<file path="src/rtl/vga_fb_pkg.sv">
// vga_fb_pkg: shared definitions for the VGA framebuffer arbiter.
//   PIX_W            - width of one 4:4:4 RGB pixel word
//   FRAME_PIXELS_DEF - default pixels fetched per frame (640x480)
//   fb_state_e       - arbiter FSM encoding (FLUSH, PREFILL, RUN, DONE)
package vga_fb_pkg;

  localparam int PIX_W            = 12;
  localparam int FRAME_PIXELS_DEF = 307200;

  typedef enum logic [1:0] {
    ST_FLUSH   = 2'd0,
    ST_PREFILL = 2'd1,
    ST_RUN     = 2'd2,
    ST_DONE    = 2'd3
  } fb_state_e;

endpackage

</file>
<file path="src/rtl/vga_pix_fifo.sv">
// vga_pix_fifo: synchronous DEPTH x PIX_W pixel prefetch FIFO.
// Ports:
//   clk, rst       - clock, asynchronous active-high reset
//   flush_i        - empty the FIFO; wins over a push in the same cycle
//   push_i, din_i  - write one pixel (caller guarantees not full)
//   pop_i          - drop the head entry (caller guarantees not empty)
//   head_o         - current head entry
//   level_o        - number of stored entries (0..DEPTH)
//   empty_o        - level_o == 0
module vga_pix_fifo
  import vga_fb_pkg::*;
#(
  parameter int DEPTH = 8
) (
  input  logic                     clk,
  input  logic                     rst,
  input  logic                     flush_i,
  input  logic                     push_i,
  input  logic [PIX_W-1:0]         din_i,
  input  logic                     pop_i,
  output logic [PIX_W-1:0]         head_o,
  output logic [$clog2(DEPTH):0]   level_o,
  output logic                     empty_o
);

  localparam int AW = $clog2(DEPTH);

  logic [PIX_W-1:0] mem_q [DEPTH];
  logic [AW-1:0]    wr_ptr_q, rd_ptr_q;
  logic [AW:0]      count_q, count_d;

  // Pointers wrap naturally because DEPTH is a power of two.
  always_comb begin
    count_d = count_q;
    case ({push_i, pop_i})
      2'b10:   count_d = count_q + 1'b1;
      2'b01:   count_d = count_q - 1'b1;
      default: count_d = count_q;
    endcase
  end

  always_ff @(posedge clk or posedge rst) begin
    if (rst) begin
      wr_ptr_q <= '0;
      rd_ptr_q <= '0;
      count_q  <= '0;
    end else if (flush_i) begin
      wr_ptr_q <= '0;
      rd_ptr_q <= '0;
      count_q  <= '0;
    end else begin
      if (push_i) wr_ptr_q <= wr_ptr_q + 1'b1;
      if (pop_i)  rd_ptr_q <= rd_ptr_q + 1'b1;
      count_q <= count_d;
    end
  end

  // Storage needs no reset; only entries below the level are ever read.
  always_ff @(posedge clk) begin
    if (push_i && !flush_i) mem_q[wr_ptr_q] <= din_i;
  end

  assign head_o  = mem_q[rd_ptr_q];
  assign level_o = count_q;
  assign empty_o = (count_q == '0);

endmodule

</file>
<file path="src/rtl/vga_fb_arbiter.sv">
// vga_fb_arbiter: shares one single-port framebuffer RAM between the linear
// display prefetch path and a demo-effect writer, and feeds VGAcore one pixel
// per pix_pop from a small prefetch FIFO.
// Ports:
//   clk_25_175, reset          - pixel clock, asynchronous active-high reset
//   frame_start                - restart fetch at address 0, flush FIFO
//   pix_pop / pixstream        - pixel consume strobe / registered pixel out
//   underrun                   - sticky flag: pop of an empty FIFO this frame
//   wr_req/wr_addr/wr_data     - writer request; wr_gnt accepts it (comb.)
//   mem_*                      - single-port RAM interface, rdata 1 cycle late
//   underrun_cnt               - empty-pop counter (FB_UNDERRUN_COUNT_EN only)
//   dbg_state, dbg_level       - FSM state and FIFO level for observation
// Optional feature macro: FB_UNDERRUN_COUNT_EN.
//
// Writer handshake: wr_req is a valid; wr_gnt is its ready. The writer holds
// wr_req, wr_addr and wr_data stable until a cycle in which wr_gnt is high;
// that cycle the write is driven onto the RAM and the request is consumed.
module vga_fb_arbiter
  import vga_fb_pkg::*;
#(
  parameter int               ADDR_W         = 19,
  parameter int               FRAME_PIXELS   = FRAME_PIXELS_DEF,
  parameter int               FIFO_DEPTH     = 8,
  parameter int               LOW_WATER      = 2,
  parameter logic [PIX_W-1:0] UNDERRUN_COLOR = 12'h000
) (
  input  logic                          clk_25_175,
  input  logic                          reset,
  input  logic                          frame_start,
  input  logic                          pix_pop,
  output logic [PIX_W-1:0]              pixstream,
  output logic                          underrun,
  input  logic                          wr_req,
  input  logic [ADDR_W-1:0]             wr_addr,
  input  logic [PIX_W-1:0]              wr_data,
  output logic                          wr_gnt,
  output logic [ADDR_W-1:0]             mem_addr,
  output logic                          mem_rd_en,
  output logic                          mem_wr_en,
  output logic [PIX_W-1:0]              mem_wdata,
  input  logic [PIX_W-1:0]              mem_rdata,
`ifdef FB_UNDERRUN_COUNT_EN
  output logic [15:0]                   underrun_cnt,
`endif
  output fb_state_e                     dbg_state,
  output logic [$clog2(FIFO_DEPTH):0]   dbg_level
);

  localparam int LW = $clog2(FIFO_DEPTH) + 1;

  fb_state_e         state_q, state_d;
  logic [ADDR_W-1:0] fetch_addr_q;
  logic              inflight_q;
  logic [PIX_W-1:0]  pix_q;
  logic              underrun_q;

  logic [LW-1:0]     fifo_level;
  logic [PIX_W-1:0]  fifo_head;
  logic              fifo_empty;
  logic [LW-1:0]     credit;
  logic              can_fetch;
  logic              rd_en, gnt;
  logic              last_fetch;

  // Return data is pushed when it arrives; a frame_start flush in the arrival
  // cycle wins inside the FIFO, which is how stale reads get discarded.
  vga_pix_fifo #(.DEPTH(FIFO_DEPTH)) u_fifo (
    .clk     (clk_25_175),
    .rst     (reset),
    .flush_i (frame_start),
    .push_i  (inflight_q),
    .din_i   (mem_rdata),
    .pop_i   (pix_pop && !fifo_empty && !frame_start),
    .head_o  (fifo_head),
    .level_o (fifo_level),
    .empty_o (fifo_empty)
  );

  // Credit counts the in-flight read so a return always has a free slot.
  // No fetch is started in a frame_start cycle: its data would be stale.
  assign credit     = fifo_level + LW'(inflight_q);
  assign can_fetch  = (credit < LW'(FIFO_DEPTH)) && !frame_start;
  assign last_fetch = rd_en && (fetch_addr_q == ADDR_W'(FRAME_PIXELS - 1));

  always_comb begin
    rd_en = 1'b0;
    gnt   = 1'b0;
    case (state_q)
      ST_PREFILL: rd_en = can_fetch;
      ST_RUN: begin
        if (fifo_level <= LW'(LOW_WATER)) rd_en = can_fetch;
        else if (wr_req)                  gnt   = 1'b1;
        else                              rd_en = can_fetch;
      end
      ST_DONE: gnt = wr_req;
      default: ;
    endcase
  end

  always_comb begin
    state_d = state_q;
    case (state_q)
      ST_FLUSH:   state_d = ST_PREFILL;
      ST_PREFILL: if (last_fetch) state_d = ST_DONE;
                  else if (fifo_level == LW'(FIFO_DEPTH)) state_d = ST_RUN;
      ST_RUN:     if (last_fetch) state_d = ST_DONE;
      default:    state_d = state_q;
    endcase
  end

  always_ff @(posedge clk_25_175 or posedge reset) begin
    if (reset) begin
      state_q      <= ST_FLUSH;
      fetch_addr_q <= '0;
      inflight_q   <= 1'b0;
      pix_q        <= '0;
      underrun_q   <= 1'b0;
    end else if (frame_start) begin
      state_q      <= ST_FLUSH;
      fetch_addr_q <= '0;
      inflight_q   <= 1'b0;
      pix_q        <= '0;
      underrun_q   <= 1'b0;
    end else begin
      state_q    <= state_d;
      inflight_q <= rd_en;
      // The address parks on the last pixel instead of wrapping.
      if (rd_en && !last_fetch) fetch_addr_q <= fetch_addr_q + 1'b1;
      if (pix_pop) begin
        if (fifo_empty) begin
          pix_q      <= UNDERRUN_COLOR;
          underrun_q <= 1'b1;
        end else begin
          pix_q <= fifo_head;
        end
      end
    end
  end

`ifdef FB_UNDERRUN_COUNT_EN
  logic [15:0] ucnt_q;

  always_ff @(posedge clk_25_175 or posedge reset) begin
    if (reset)            ucnt_q <= '0;
    else if (frame_start) ucnt_q <= '0;
    else if (pix_pop && fifo_empty && (ucnt_q != 16'hFFFF))
      ucnt_q <= ucnt_q + 16'd1;
  end

  assign underrun_cnt = ucnt_q;
`endif

  assign mem_rd_en = rd_en;
  assign mem_wr_en = gnt;
  assign wr_gnt    = gnt;
  assign mem_addr  = gnt ? wr_addr : fetch_addr_q;
  assign mem_wdata = wr_data;
  assign pixstream = pix_q;
  assign underrun  = underrun_q;
  assign dbg_state = state_q;
  assign dbg_level = fifo_level;

endmodule

</file>
<file path="config.mk">
export PLATFORM = sky130hd
export DESIGN_NAME = vga_fb_arbiter
export DESIGN_NICKNAME = d
export VERILOG_FILES = /design/src/rtl/vga_fb_pkg.sv /design/src/rtl/vga_pix_fifo.sv /design/src/rtl/vga_fb_arbiter.sv
export SDC_FILE = /design/constraint.sdc
export NUM_CORES = 1
export LEC_CHECK = 0
export CAP_MARGIN = 10
export CORE_MARGIN = 10
export CORE_UTILIZATION = 45
export DETAILED_ROUTE_END_ITERATION = 8
export PLACE_DENSITY = 0.75
export RECOVER_POWER = 25
export SLEW_MARGIN = 10
export SYNTH_ARGS = -nofsm -noshare
export SYNTH_HDL_FRONTEND = slang
export SYNTH_SLANG_ARGS = --single-unit
export TNS_END_PERCENT = 10
</file>
<file path="constraint.sdc">
create_clock -name clk_25_175 -period 3 [get_ports clk_25_175]
set_clock_uncertainty 0.15 [all_clocks]
set_input_delay 0.6 -clock clk_25_175 [delete_from_list [all_inputs] [get_ports clk_25_175]]
set_output_delay 0.6 -clock clk_25_175 [all_outputs]
set_load 0.005 [all_outputs]
</file>
Word level (Yosys, flattened, before mapping)
Memory sizes are Yosys's and may differ from the RTL's.
Cells that the tools add are included.

operators by class
  add/sub/neg operators = 6
  multiply operators = 0
  div/mod/pow operators = 0
  order comparisons = 2
  equal/unequal tests = 9
  shifts and indexed selects = 0
  mux-type cells = 29
  bitwise logic cells = 0
  reduce and logical (&&, ||, !) cells = 20

operators by type and width
  cell                     number
  $mux W19                 3
  $mux W12                 3
  $add A19 B1 Y19 const B  1
  $eq A19 B19 Y1 const B   1
  $mux W3                  4
  $mux W1                  10
  $reduce_bool A2 Y1       5
  $mux W2                  4
  $pmux W4 S2              1
  $add A3 B1 Y3 const B    2
  $eq A2 B2 Y1 const B     3
  $logic_and A1 B1 Y1      6
  $pmux W2 S3              1
  $add A4 B1 Y4            1
  $add A4 B1 Y4 const B    1
  $eq A2 B1 Y1 const B     2
  $eq A4 B4 Y1 const B     1
  $le A4 B2 Y1 const B     1
  $logic_not A4 Y1         1
  $lt A4 B4 Y1 const B     1
  $mux W4                  1
  $ne A4 B4 Y1 const B     1
  $pmux W1 S2              2
  $reduce_bool A4 Y1       1
  7 further kinds          9

storage, ports and cells
  flip-flop bits (word level) = 45
  latch bits = 0
  bits in writable memories = 96
  ROM bits = 0
  output and inout bits = 53
  logic and storage cells = 75
  memories kept = 1

memories
  memory        depth  width  read ports  clocked after memory_dff  wr ports  line                source
  u_fifo.mem_q  8      12     1           0                         1         vga_pix_fifo.sv:28  logic [PIX_W-1:0] mem_q [DEPTH];

Depth between registers and ports, before layout
  depth after elaboration = 11
  mapped depth = 11
  mapped depth without buffers = 9

Hierarchy
A second synthesis with hierarchy kept.

second synthesis, totals
  cell total of the unflattened synthesis = 452
  area, all modules = 6,638.9 sq um

modules (own cells, without submodules)
  module          instances  cells each  area each (sq um)
  vga_pix_fifo    1          213         4,341.7
  vga_fb_arbiter  1          239         2,297.2

Worst setup path before layout
No wires, ideal clock.

  path type = flip-flop to flip-flop
  start = reg u_fifo.count_q[0], in the netlist u_fifo.level_o[0]
  end = reg u_fifo.count_q[3], in the netlist u_fifo.level_o[3]
  arrival = 2.804 ns
  slack = -0.086 ns
  cell stages (with the launch flop) = 12
  path buffers = 2
  period minus slack after synthesis = 3.086 ns
  path through = dfrtp_1 buf_6 o41ai_2 nand2b_1 clkbuf_1 nor2_1 ha_1 a21o_1 a2111oi_0 a31oi_1 xnor2_1 nor2_1

on the way
  cells in the longest elaborated chain, start to end = 7
  elaborated cells on any way between the ends = 11
  classes of those cells = add/sub (2); eq/ne (2); mux (2); reduce/logical (5)

ends and longest elaborated chain
  item                                          line                  source
  start: declaration                            vga_pix_fifo.sv:30    logic [AW:0] count_q, count_d;
  start signal: assignment                      vga_pix_fifo.sv:54    count_q <= count_d;
  $logic_not A4 Y1                              vga_pix_fifo.sv:65    assign empty_o = (count_q == '0);
  $logic_not A1 Y1                              vga_fb_arbiter.sv:73  .pop_i (pix_pop && !fifo_empty && !frame_start),
  $logic_and A1 B1 Y1 (2 in a row)              vga_fb_arbiter.sv:73
  $eq A2 B1 Y1 or $eq A2 B2 Y1 (tied branches)  vga_pix_fifo.sv:35    case ({push_i, pop_i})
  $pmux W4 S2                                   vga_pix_fifo.sv:35
  $mux W4                                       vga_pix_fifo.sv:47    end else if (flush_i) begin

Parallel ways exist; a longest one is shown, timed or not.
A chain may end at the register's enable or synchronous reset.

Final worst setup path
  start = reg state_q[1], in the netlist dbg_state[1]
  end = out mem_addr[12]

on the way
  cells in the longest elaborated chain, start to end = 3
  elaborated cells on any way between the ends = 4
  classes of those cells = eq/ne (2); mux (2)

ends and longest elaborated chain
  item                      line                   source
  start: declaration        vga_fb_arbiter.sv:51   fb_state_e state_q, state_d;
  start signal: assignment  vga_fb_arbiter.sv:125  state_q <= state_d;
  $eq A2 B2 Y1              vga_fb_arbiter.sv:88   case (state_q)
  $pmux W1 S2 (*)           vga_fb_arbiter.sv:88
  $mux W19 (*)              vga_fb_arbiter.sv:156  assign mem_addr = gnt ? wr_addr : fetch_addr_q;
  end: declaration          vga_fb_arbiter.sv:37   output logic [ADDR_W-1:0] mem_addr,

Every way passes the cells marked *; elsewhere a longest branch is shown, timed or not.

==> results_dict.tcl <==
set metrics [dict create \
    ant_nets 0 \
    cts.hold.buffers_added 0 \
    hold_viol_final 0 \
    p_leak_nw 2.99 \
    setup_viol 0 \
    cp-startpoint "dbg_state[1]" \
    grt_pass1_vias 4277 \
    fin_crit_sh_pct 96.3 \
    nNetsFinal 587 \
    yosysTopAreaCell "edfxtp_1" \
    grt_max_degree 36 \
    grt_remaining_overflow 0 \
    port_buffers 76 \
    critical_path.slowest_cell "dfrtp_2" \
    period_minus_slack_ps 2890 \
    cts_tree "done" \
    ioPinCount 101 \
    insertion_delay_ps 410 \
    ys_types 49 \
    ys_ff_latch 141 \
    hpwl_um 9280 \
    die_w_um 139 \
    avgSynthCellArea_um2 14.5 \
    h-tree-depth 4 \
    dieArea_um2 19300 \
    drt_wl_total_um 14000 \
    setup_ws_ps 110 \
    drt_pass1_iterations 4 \
    maxSlewHeadroom_pct 38.9 \
    layout-drive-gt1-share_pct 23.6 \
    peakVddDrop_v 0.000420 \
    synth_top_area_share_pct 45.3 \
    cts.clk_slew.worst_paths_ps 60 \
    tightest_slew_ps 913 \
    dp_cells 683 \
    wl_per_cell_um 19.3 \
    grt_pass1_wl_um 22900 \
    drc 0 \
    path_delay_family "buffers and inverters" \
    ys_top_cells_by_count "96 x edfxtp_1, 45 x dfrtp_1, 31 x nand2_1" \
    yosysSeqAreaShare_pct 62.9 \
    cts_buffers 17 \
    nFillCells 1073 \
    worstSetupPathType "flop to output pin" \
    critPathRequiredTime_ps 2250 \
    rr_startpoint "u_fifo.level_o[1]" \
    cts.sinks 141 \
    crit_fanout 11 \
    gp_congestion 0.783 \
    worstHoldPathType "flop to flop" \
    worstPathArrival_ps 2140 \
    synthArstFlopShare_pct 31.9 \
    status "completed" \
    synth_area_um2 6370 \
    via_count 4033 \
    synth_enable_flop_cells 96 \
    crit_top_cell "buf_4" \
    post_dp_cell_area_um2 7380 \
    crit_buf_inv 4 \
    grt_util_all_layers_pct 14.7 \
    synth_fp_nets 496 \
    synth_warnings 0 \
    synth_most_common_cell "edfxtp_1" \
    final_cells 723 \
    initial_utilization_pct 45.9 \
    synth_ff_type "edfxtp_1" \
    die_h_um 139 \
    slew_viol_final 0 \
    yosys-top-cells-area "edfxtp_1 45%, dfrtp_1 18%, mux4_2 8.5%, mux2_2 3.0%, mux2i_1 2.5%" \
    postSynthCellCount 438 \
    maxCapViolations 0 \
    core-area_um2 13900 \
    cts_buffer_depth 2 \
    power.density_nw_per_um2 648 \
    rows 43 \
    cp-start-kind "flop" \
    drtIter0Drc 327 \
    worstSetupEndpointType "output pin" \
    hp-start "pixstream[1]" \
    cp_slowest_stage_delay_ps 420 \
    place_ws_ps -67.7 \
    crit_chain "buf_4 > ha_4 > a21oi_4 > nor2b_2 > buf_4 > bufbuf_16 > mux2_2 > clkbuf_2" \
    antenna_found_initial 1 \
    clock_tree.root_cell "clkbuf_16" \
    syn_to_final_growth_pct 26.6 \
    stdcell_area_um2 8060 \
    whs_ps 338 \
    vias_per_cell 5.58 \
    fmax_ghz 0.346 \
]
## power breakdown
group | switching [W] | internal (W) | total, W
Sequential | 0.0000564 | 0.00217 | 0.00222
Clock | 0.000815 | 0.00126 | 0.00208
Combinational | 0.000440 | 0.000486 | 0.000927
## cell families (layout without fill, tap and decap cells)
family,after synthesis,count (layout),synth area share (%)
flip-flops,141,141,62.9
AND/OR/NAND/NOR,108,108,8.66
multiplexers,60,60,14.5
AO/OA/AOI/OAI,59,59,6.21
buffers and inverters,52,156,4.48
adder cells (fa/ha/maj),10,10,2.08
XOR/XNOR,8,8,1.10
other,0,1,0
## cell usage in the layout (no fill, tap or decap), drive strengths merged, types with 7 or more instances in the layout
| master | instances |
|---|---|
| mux4 | 24 |
| o311ai | 7 |
| a21oi | 13 |
| nand3 | 7 |
| dlygate4sd3 | 11 |
| clkdlybuf4s50 | 43 |
| clkdlybuf4s15 | 12 |
| o31ai | 7 |
| nor2 | 22 |
| inv | 19 |
| o21ai | 17 |
| mux2i | 16 |
| ha | 9 |
| mux2 | 20 |
| clkbuf | 24 |
| nand2 | 31 |
| dfrtp | 45 |
| edfxtp | 96 |
| or4 | 11 |
| buf | 34 |
| nor4 | 8 |
| nor3 | 7 |
## worst reg2reg max path: cells and delay by family (launching register included)
| kind | cells | cell delay, ps |
|---|---|---|
| multiplexers | 1 | 350 |
| AO/OA/AOI/OAI | 2 | 690 |
| AND/OR/NAND/NOR | 2 | 570 |
| flip-flops | 1 | 380 |
| buffers and inverters | 2 | 380 |
## layer usage
layer	track usage [%]	up-vias	part of all wire (%)
met4	5.49	0	1.3
met3	4.18	20	5.0
li1	-	1868	-
met5	0	-	0
met2	24.9	108	52
met1	17.4	2037	42
## per-stage QoR
step	util [%]	TNS, ps	power [W]
global route	58.1	-3.03	0.00546
CTS	58.0	-123	0.00528
floorplan	-	0	0.00279
detailed placement	53.2	-121	0.00315
global placement	53.2	-33.2	0.00311
finish	58.1	0	0.00523
## timing repair
item,CTS,global route
pin swaps,1,3
setup endpoints to repair,20,18
cloned,1,0
gates resized for setup,25,29
setup buffers,5,1
## state kept, by name (all words and copies together), names as in the netlist
register	flops
u_fifo.rd_ptr_q	3
u_fifo.mem_q	96
inflight_q	1
fetch_addr_q	19
underrun	1
dbg_state	2
u_fifo.wr_ptr_q	3
u_fifo.level_o	4
pixstream	12
## final cells by class
cell class	instances	area, um^2	area share [%]
flip-flops and latches	141	4010	49.7
multi-input cells	245	2140	26.6
repair buffers	111	1040	12.9
clock buffers	18	439	5.45
well taps	180	225	2.79
clock inverters	14	158	1.96
inverters	13	48.8	0.605
diodes	1	2.50	0.0310
## final timing paths
path	cells past startpoint	to	slack [ps]
hold reg to reg	2	pixstream[1]	340
min in group asynchronous	2	pixstream[1]	630
max in group asynchronous	3	dbg_state[1]	1360
setup / recovery	8	mem_addr[12]	110
setup reg to reg	7	fetch_addr_q[6]	370
hold / removal	2	pixstream[1]	340
No activity file was read; power rests on OpenSTA's default activity.
